[src/rtl/escalonador_rr_pkg.sv]
// Shared definitions for the round-robin process scheduler: FSM encodings,
// the OS pid and the default pid width.
package so_pkg;

  typedef logic [2:0] state_t;

  localparam state_t ST_IDLE   = 3'd0;
  localparam state_t ST_SELECT = 3'd1;
  localparam state_t ST_LOAD   = 3'd2;
  localparam state_t ST_RUN    = 3'd3;
  localparam state_t ST_SAVE   = 3'd4;
  localparam state_t ST_DONE   = 3'd5;

  localparam int PID_SO     = 0;
  localparam int N_PROC_DEF = 4;
  localparam int PW         = $clog2(N_PROC_DEF);

endpackage

[src/rtl/escalonador_rr_fatia.sv]
// Time-slice counter: counts enabled ticks and flags the tick that closes
// a quantum, wrapping back to zero on that same tick.
module contador_fatia #(
  parameter int QUANTUM = 8
) (
  input  logic clk,
  input  logic reset,
  input  logic clear,
  input  logic en,
  output logic quantum_over
);

  localparam int             CW   = $clog2(QUANTUM);
  localparam logic [CW-1:0]  LAST = CW'(QUANTUM - 1);

  logic [CW-1:0] count;

  // Combinational so the pulse lands in the same cycle as the closing tick.
  assign quantum_over = en && (count == LAST);

  always_ff @(posedge clk or posedge reset) begin
    if (reset) begin
      count <= '0;
    end else if (clear) begin
      count <= '0;
    end else if (en) begin
      count <= quantum_over ? '0 : count + 1'b1;
    end
  end

endmodule

[src/rtl/escalonador_rr.sv]
// Round-robin scheduler: picks the running user pid, sequences context
// restore/save strobes around each switch, and hands control back to the OS.
//
// state  | meaning
// IDLE   | OS owns the CPU, waiting for start
// SELECT | search the next active pid after ptr (or finish if none)
// LOAD   | restore incoming context, Set_ctx=1 ctx_dir=0
// RUN    | user pid executing, counting ticks
// SAVE   | save outgoing context, Set_ctx=1 ctx_dir=1
// DONE   | all launched pids halted, return to OS
module escalonador_rr
  import so_pkg::*;
#(
  parameter int N_PROC     = 4,
  parameter int QUANTUM    = 8,
  parameter int CTX_CYCLES = 2
) (
  input  logic                      clk,
  input  logic                      reset,
  input  logic                      start,
  input  logic [N_PROC-2:0]         mask,
  input  logic                      tick,
  input  logic                      halt,
  input  logic                      preemp_mode,
  output logic [$clog2(N_PROC)-1:0] id_proc,
  output logic                      Set_ctx,
  output logic                      ctx_dir,
  output logic                      Set_pid_0,
  output logic                      quantum_over,
  output logic                      done
);

  localparam int              PIDW     = $clog2(N_PROC);
  localparam int              NU       = N_PROC - 1;
  localparam int              CCW      = $clog2(CTX_CYCLES + 1);
  localparam logic [CCW-1:0]  CTX_LAST = CCW'(CTX_CYCLES - 1);

  state_t          state;
  logic [NU-1:0]   ativos;
  logic [PIDW-1:0] ptr;
  logic [CCW-1:0]  ctx_cnt;
  logic            empty_start;
  logic            run;
  logic            tick_en;
  logic [PIDW-1:0] pid_sel;
  logic [NU-1:0]   retire_mask;

  // Bit i of act is pid i+1; the search begins just after p and wraps, so p
  // itself is the last candidate (lets a lone active pid be re-selected).
  function automatic logic [PIDW-1:0] next_pid(input logic [NU-1:0] act,
                                               input logic [PIDW-1:0] p);
    logic [PIDW-1:0] pick;
    logic [NU-1:0]   shifted;
    logic            hit;
    int              idx;
    pick = '0;
    hit  = 1'b0;
    for (int k = 1; k <= NU; k++) begin
      idx     = (int'(p) + k - 1) % NU;
      shifted = act >> idx;
      if (!hit && shifted[0]) begin
        pick = PIDW'(idx + 1);
        hit  = 1'b1;
      end
    end
    return pick;
  endfunction

  assign pid_sel = next_pid(ativos, ptr);
  assign run     = (state == ST_RUN);
  assign tick_en = tick & run;

  always_comb begin
    retire_mask = '0;
    for (int i = 0; i < NU; i++) begin
      retire_mask[i] = (id_proc == PIDW'(i + 1));
    end
  end

  contador_fatia #(.QUANTUM(QUANTUM)) u_fatia (
    .clk          (clk),
    .reset        (reset),
    .clear        (!run),
    .en           (tick_en),
    .quantum_over (quantum_over)
  );

  always_ff @(posedge clk or posedge reset) begin
    if (reset) begin
      state       <= ST_IDLE;
      ativos      <= '0;
      ptr         <= '0;
      ctx_cnt     <= '0;
      id_proc     <= '0;
      empty_start <= 1'b0;
    end else begin
      empty_start <= 1'b0;
      case (state)
        ST_IDLE: begin
          if (start) begin
            if (mask != '0) begin
              ativos <= mask;
              ptr    <= '0;
              state  <= ST_SELECT;
            end else begin
              empty_start <= 1'b1;
            end
          end
        end
        ST_SELECT: begin
          if (ativos == '0) begin
            state <= ST_DONE;
          end else begin
            id_proc <= pid_sel;
            ctx_cnt <= CTX_LAST;
            state   <= ST_LOAD;
          end
        end
        ST_LOAD: begin
          if (ctx_cnt == '0) state <= ST_RUN;
          else               ctx_cnt <= ctx_cnt - 1'b1;
        end
        ST_RUN: begin
          // A halting pid is dropped without saving its context.
          if (halt) begin
            ativos <= ativos & ~retire_mask;
            ptr    <= id_proc;
            state  <= ST_SELECT;
          end else if (quantum_over && preemp_mode) begin
            ctx_cnt <= CTX_LAST;
            state   <= ST_SAVE;
          end
        end
        ST_SAVE: begin
          if (ctx_cnt == '0) begin
            ptr   <= id_proc;
            state <= ST_SELECT;
          end else begin
            ctx_cnt <= ctx_cnt - 1'b1;
          end
        end
        ST_DONE: begin
          id_proc <= PIDW'(PID_SO);
          state   <= ST_IDLE;
        end
        default: state <= ST_IDLE;
      endcase
    end
  end

  assign Set_ctx   = (state == ST_LOAD) || (state == ST_SAVE);
  assign ctx_dir   = (state == ST_SAVE);
  assign done      = (state == ST_DONE) || empty_start;
  assign Set_pid_0 = done;

endmodule

[config.mk]
export PLATFORM = sky130hd
export DESIGN_NAME = escalonador_rr
export DESIGN_NICKNAME = d
export VERILOG_FILES = /design/src/rtl/escalonador_rr_pkg.sv /design/src/rtl/escalonador_rr_fatia.sv /design/src/rtl/escalonador_rr.sv
export SDC_FILE = /design/constraint.sdc
export NUM_CORES = 1
export LEC_CHECK = 0
export ABC_AREA = 1
export ABC_CLOCK_PERIOD_IN_PS = 2610
export BUFFER_PORTS_ARGS = -buffer_cell sky130_fd_sc_hd__buf_4
export CAP_MARGIN = 5
export CORE_ASPECT_RATIO = 1.2
export CORE_MARGIN = 1
export CORE_UTILIZATION = 40
export CTS_CLUSTER_SIZE = 30
export DETAILED_ROUTE_END_ITERATION = 10
export GPL_ROUTABILITY_DRIVEN = 0
export HOLD_SLACK_MARGIN = 0.12
export PLACE_DENSITY = 0.66
export SLEW_MARGIN = 20
export SYNTH_ARGS = -nofsm -noshare
export SYNTH_HDL_FRONTEND = slang
export SYNTH_SLANG_ARGS = --single-unit
[constraint.sdc]
create_clock -name clk -period 2.61 [get_ports clk]
set_input_delay 0.522 -clock clk [delete_from_list [all_inputs] [get_ports clk]]
set_output_delay 0.522 -clock clk [all_outputs]
set_load 0.01 [all_outputs]
; Word-level counts from Yosys, hierarchy flattened
; Cells that the tools add are included.
; Widths: inputs -> output; s select.
[classes]
add_sub_neg = 11
n_mul = 0
n_div = 3
magnitude_cmp = 0
n_eq_ne = 20
shift = 3
muxes = 35
n_bitwise = 3
n_reduce_logical = 22
[op_table]
columns = op, count
row1 = $mod 32x3->32 const B, 3
row2 = $shr 3x32->1, 3
row3 = $mux 3, 13
row4 = $mux 2, 12
row5 = $pmux 3 s5, 1
row6 = $reduce_and 5->1, 3
row7 = $ne 2x2->1 const B, 7
row8 = $pmux 2 s3, 2
row9 = $sub 3x1->4 const B, 3
row10 = $eq 3x3->1 const B, 3
row11 = $reduce_bool 3->1, 3
row12 = $add 2x2->2 const B, 3
row13 = $add 2x2->3 const B, 2
row14 = $eq 3x2->1 const B, 2
row15 = $logic_not 3->1, 2
row16 = $ne 2x1->1 const B, 3
row17 = $pmux 3 s2, 1
row18 = $mux 1, 5
row19 = $eq 2x2->1 const B, 2
row20 = $logic_and 1x1->1, 4
row21 = $pmux 2 s2, 1
row22 = $reduce_and 4->1, 1
row23 = $reduce_bool 2->1, 2
row24 = $add 2x1->3 const B, 1
row25 = other kinds (13), 15
[totals]
reg_bits = 16
latch_bits = 0
ram_bits = 0
mem_bits_ro = 0
inputBits = 9
output_inout_bits = 7
n_memories = 0

; Depth between registers and ports, before layout
[depth]
ltp_word = 13
ltp_mapped = 15
depth_no_buf = 15

; Cells and area by module
; A second synthesis with hierarchy kept.
[hier_totals]
hier_cells = 191
hier_area_um2 = 1287.5
[by_module_without_submodules]
columns = module, instances, cells_per_inst, area_each_um2, seq_area_each_um2
row1 = escalonador_rr, 1, 167, 1112.3, 325.3
row2 = contador_fatia, 1, 24, 175.2, 75.1

; Worst setup path before layout
; No wires, ideal clock.
[synth_path]
path_type = reg-to-reg
from = register ptr[0]
to = register id_proc[0]
setup_ps = 116
t_arrival_ps = 1919
required_time_ps = 2494
path_slack_ps = 575
stages_incl_launch_ff = 14
path_buffers = 0
synth_period_minus_slack_ps = 2035
path_cell_list = dfrtp_1 inv_1 ha_1 inv_1 nand3_1 ha_1 nor2_1 nand3_1 o21ai_0 nand2_1 nand2_1 nand3_1 nand2_1 nand2_1
[synth_via]
elab_chain_len = 13
elab_cells_between_ends = 26
cone_classes = add/sub: 9 / div: 3 / shift: 3 / mux: 7 / reduce/logical: 4
[synth_lines]
columns = element, line
row1 = start: declaration, escalonador_rr.sv:40  ; logic [PIDW-1:0] ptr;
row2 = start signal: assignment, escalonador_rr.sv:127  ; ptr <= id_proc;
row3 = start signal: assignment, escalonador_rr.sv:136  ; ptr <= id_proc;
row4 = $add 2x1->3, escalonador_rr.sv:59  ; idx = (int'(p) + k - 1) % NU;
row5 = $sub 3x1->4, escalonador_rr.sv:59
row6 = $mod 32x3->32, escalonador_rr.sv:59
row7 = $shr 3x32->1, escalonador_rr.sv:60  ; shifted = act >> idx;
row8 = $mux 1, escalonador_rr.sv:61  ; if (!hit && shifted[0]) begin
row9 = $logic_not 1->1, escalonador_rr.sv:61
row10 = $logic_and 1x1->1, escalonador_rr.sv:61
row11 = $mux 1, escalonador_rr.sv:61
row12 = $logic_not 1->1, escalonador_rr.sv:61
row13 = $logic_and 1x1->1, escalonador_rr.sv:61
row14 = $mux 2 (*), escalonador_rr.sv:61
row15 = $mux 2 (*), escalonador_rr.sv:111  ; if (ativos == '0) begin
row16 = $pmux 2 s2 (*), escalonador_rr.sv:98  ; case (state)
row17 = end signal: assignment, escalonador_rr.sv:114  ; id_proc <= pid_sel;
row18 = end signal: assignment, escalonador_rr.sv:143  ; id_proc <= PIDW'(PID_SO);
row19 = end: declaration, escalonador_rr.sv:25  ; output logic [$clog2(N_PROC)-1:0] id_proc,
; Mark *: on every way between the ends. The rest lies on a longest branch, timed or not. The select of a mux whose other input is x is not followed.
; A chain may end at the register's enable or synchronous reset.

; Worst setup path after layout
[layout_path]
from = register ptr[0]
to = register id_proc[1]
; Same word-level chain as after synthesis.

==> reports/summary.txt <==
outcome -> finished clean
Post-Synth Adder-Cell Area -> 12.5%
Chip Height -> 64.5 um
Tmin final -> 2.25 ns
hpwl dp -> 2170 um
worst-margin pin slew -> 0.626 ns
post-synthesis mux area share -> 0%
Internal Power -> 0.808 mW
H-tree lvl count -> 1
LEAKAGE -> 0.797 nW
Final Hold Viols -> 0
Routed WL -> 2660 um
Yosys top cell area share -> 30.7%
first-pass GRT wire length -> 4710 um
Data arrival, critical path -> 2.45 ns
endpoint class of the critical path -> flop
Compound-Gate Fraction of Synth Area -> 12.9%
row count -> 22
CORE AREA -> 0.00308 mm^2
fin crit share -> 86.3%
register bit total from synthesis -> 16
Top Usage Layer GRT -> met2
met3 GRT Util -> 2.82%
area leader, netlist -> dfrtp_1
# diodes -> 0
Initial Util -> 42.2%
mapped cell area -> 0.00130 mm^2
setup repair bufs after CTS -> 0
Final setup violation count -> 0
Die X -> 54.1 um
CTS tree -> done
Final Skew -> 0.00875 ns
Psw -> 0.859 mW
slew margin rel. -> 58.3%
Final ANT Viol Nets -> 0
crit path max fanout -> 7
CP required -> 2.81 ns
Port Buffers -> 15
gr ovfl total -> 0
clk buf depth -> 2
Layout area overhead -> 14.3%
simple logic cell fraction of the synthesized area -> 33.1%
final count of pins violating max slew -> 0
Sink Count -> 16
Pwr Density -> 1120 mW/mm^2
Clock Pin Slew Worst Setup and Hold Paths -> 0.10 ns
VDD IR max -> 0.824 mV
Detailed Route Iter0 Violations -> 28
net count after synthesis -> 204
met2 Usage GRT -> 32.4%
DR vias/cell -> 5.06
Worst setup SP type -> flop
Comb pwr share -> 62.7%
worst skew pair latency -> 0.29 ns
Post-Synth XOR/XNOR Area -> 0%
Final #Nets -> 223
Total GRT Usage -> 18.3%
vias in the first global route -> 1,155
Seq/Total Area, Yosys -> 30.7%
worst hold path type -> input port to asynchronous set/reset pin
1st-pass router iterations -> 4
met1 Resource Use GR -> 21.6%
CTS Buf Count -> 3
setup TNS -> 0 ns
largest family of logic cells by synthesized area -> simple AND/OR/NAND/NOR gates
Max Cap Viol -> 0
Avg Cell Area, Syn -> 7.16 um^2
share of layout cells above drive strength 1 -> 18.5%
antenna violations before repair -> 0
Synth area leaders -> dfrtp_1, ha_1, nand2_1, inv_1, nand3_1
Reg power frac -> 27.4%
sw frac -> 51.5%
Routed wire per std cell -> 11.3 um
achievable clock frequency -> 444 MHz
routed vias -> 1,194
DRC errors left -> 0
cts hold-fix bufs -> 0
largest net degree at the start of global routing -> 17
clock root buffer -> clkbuf_4
post-synthesis cell type count -> 26
Clock power frac -> 10.0%
total power draw -> 1.67 mW
Resized cells post-CTS -> 0
Die ar. -> 0.00349 mm^2
# IOs -> 16
critical path class -> flop to flop
post-synthesis cell count -> 182
RSZ-0062 raised after global routing -> false
Fillers -> 331
yosys warns -> 0
==> routing by layer <==
metal,part of all wire (%),vias up
li1,-,629
met4,1.4,0
met2,49,20
met1,47,540
met3,2.6,5
met5,0,-
==> power by group through the flow <==
stage | clock network [mW] | registers [mW] | logic, mW
final | 0.166 | 0.456 | 1.04
after global routing | 0.179 | 0.474 | 1.22
after CTS | 0.169 | 0.455 | 1.05
after detailed placement | 0 | 0.460 | 1.04
after global placement | 0 | 0.458 | 1.04
after floorplan | 0 | 0.436 | 0.822
==> path summary, 6_finish.rpt <==
| kind | from | to | slack, ns | cells past startpoint |
|---|---|---|---|---|
| max | ptr[0] | id_proc[1] | 0.36 | 13 |
| min | reset | state[0] | 0.30 | 2 |
| max reg2reg | ptr[0] | id_proc[1] | 0.36 | 13 |
| min reg2reg | u_fatia.count[0] | u_fatia.count[0] | 0.52 | 1 |
| max in group asynchronous | reset | state[2] | 1.90 | 2 |
| min in group clk | start | empty_start | 0.45 | 3 |
==> critical path: stages, from the launching register on <==
cell and delay (ns):
dfrtp_1 0.45, inv_1 0.12, ha_1 0.40, inv_1 0.10, nand3_1 0.07, ha_1 0.29, nor2_1 0.08, nand3_1 0.06
o21ai_0 0.15, nand2_1 0.15, nand2_1 0.11, nand3_1 0.08, nand2_1 0.07, nand2_1 0.04
==> layout by cell type, fill, tap and decap left out, drive strengths merged <==
cell	Yosys	layout
nand3	22	22
o31ai	3	3
or2	1	1
nor2	15	15
buf	1	15
a21oi	4	4
nand2	45	45
dfrtp	16	16
a31oi	2	2
ha	13	13
nor3	4	4
o21ai	19	19
o22ai	1	1
nand4	2	2
clkbuf	0	4
inv	34	34
==> final cells by class <==
cell class / instances / area [um^2] / share of cell area, %
Sequential cell: 16 / 400 / 26.9
Clock buffer: 4 / 36.3 / 2.44
Tap cell: 36 / 45.0 / 3.03
Multi-Input combinational cell: 131 / 762 / 51.2
Inverter: 34 / 133 / 8.91
Timing Repair Buffer: 15 / 113 / 7.56
==> through the flow <==
stage / instance area, um^2 / setup WS [ns] / std cells / util, % / hold slack (ns)
floorplan: 1300 / 0.575 / 182 / - / 0.436
global placement: 1450 / 0.425 / 232 / 47.1 / 0.492
detailed placement: 1450 / 0.348 / 232 / 47.1 / 0.509
CTS: 1490 / 0.344 / 236 / 48.3 / 0.331
global route: 1490 / 0.0587 / 236 / 48.3 / 0.377
finish: 1490 / 0.358 / 236 / 48.3 / 0.302
==> synthesized netlist by cell type <==
cell type,count
nand2_4,2
o31ai_1,3
nand4_1,2
nand2_1,41
o21ai_2,3
dfrtp_1,16
nor3_1,3
o22ai_1,1
nand2_2,2
inv_1,31
a21oi_1,4
nor2_2,3
nand3_2,1
or2_2,1
o21ai_0,12
inv_2,2
nor2_4,1
buf_4,1
nand3_1,20
o21ai_1,4
nor2_1,11
a31oi_1,2
ha_1,13
nand3_4,1
inv_6,1
nor3_2,1
==> state kept, by name, indices dropped and copies added (netlist names) <==
register and flops:
ctx_cnt 2, state 3, empty_start 1, ativos 3
id_proc 2, u_fatia.count 3, ptr 2
==> cells by family after synthesis <==
family          Yosys count
fa+ha+maj                13
compound gates           29
simple gates             89
buf+inv                  35
flops                    16
(Power assumes the default switching activity.)
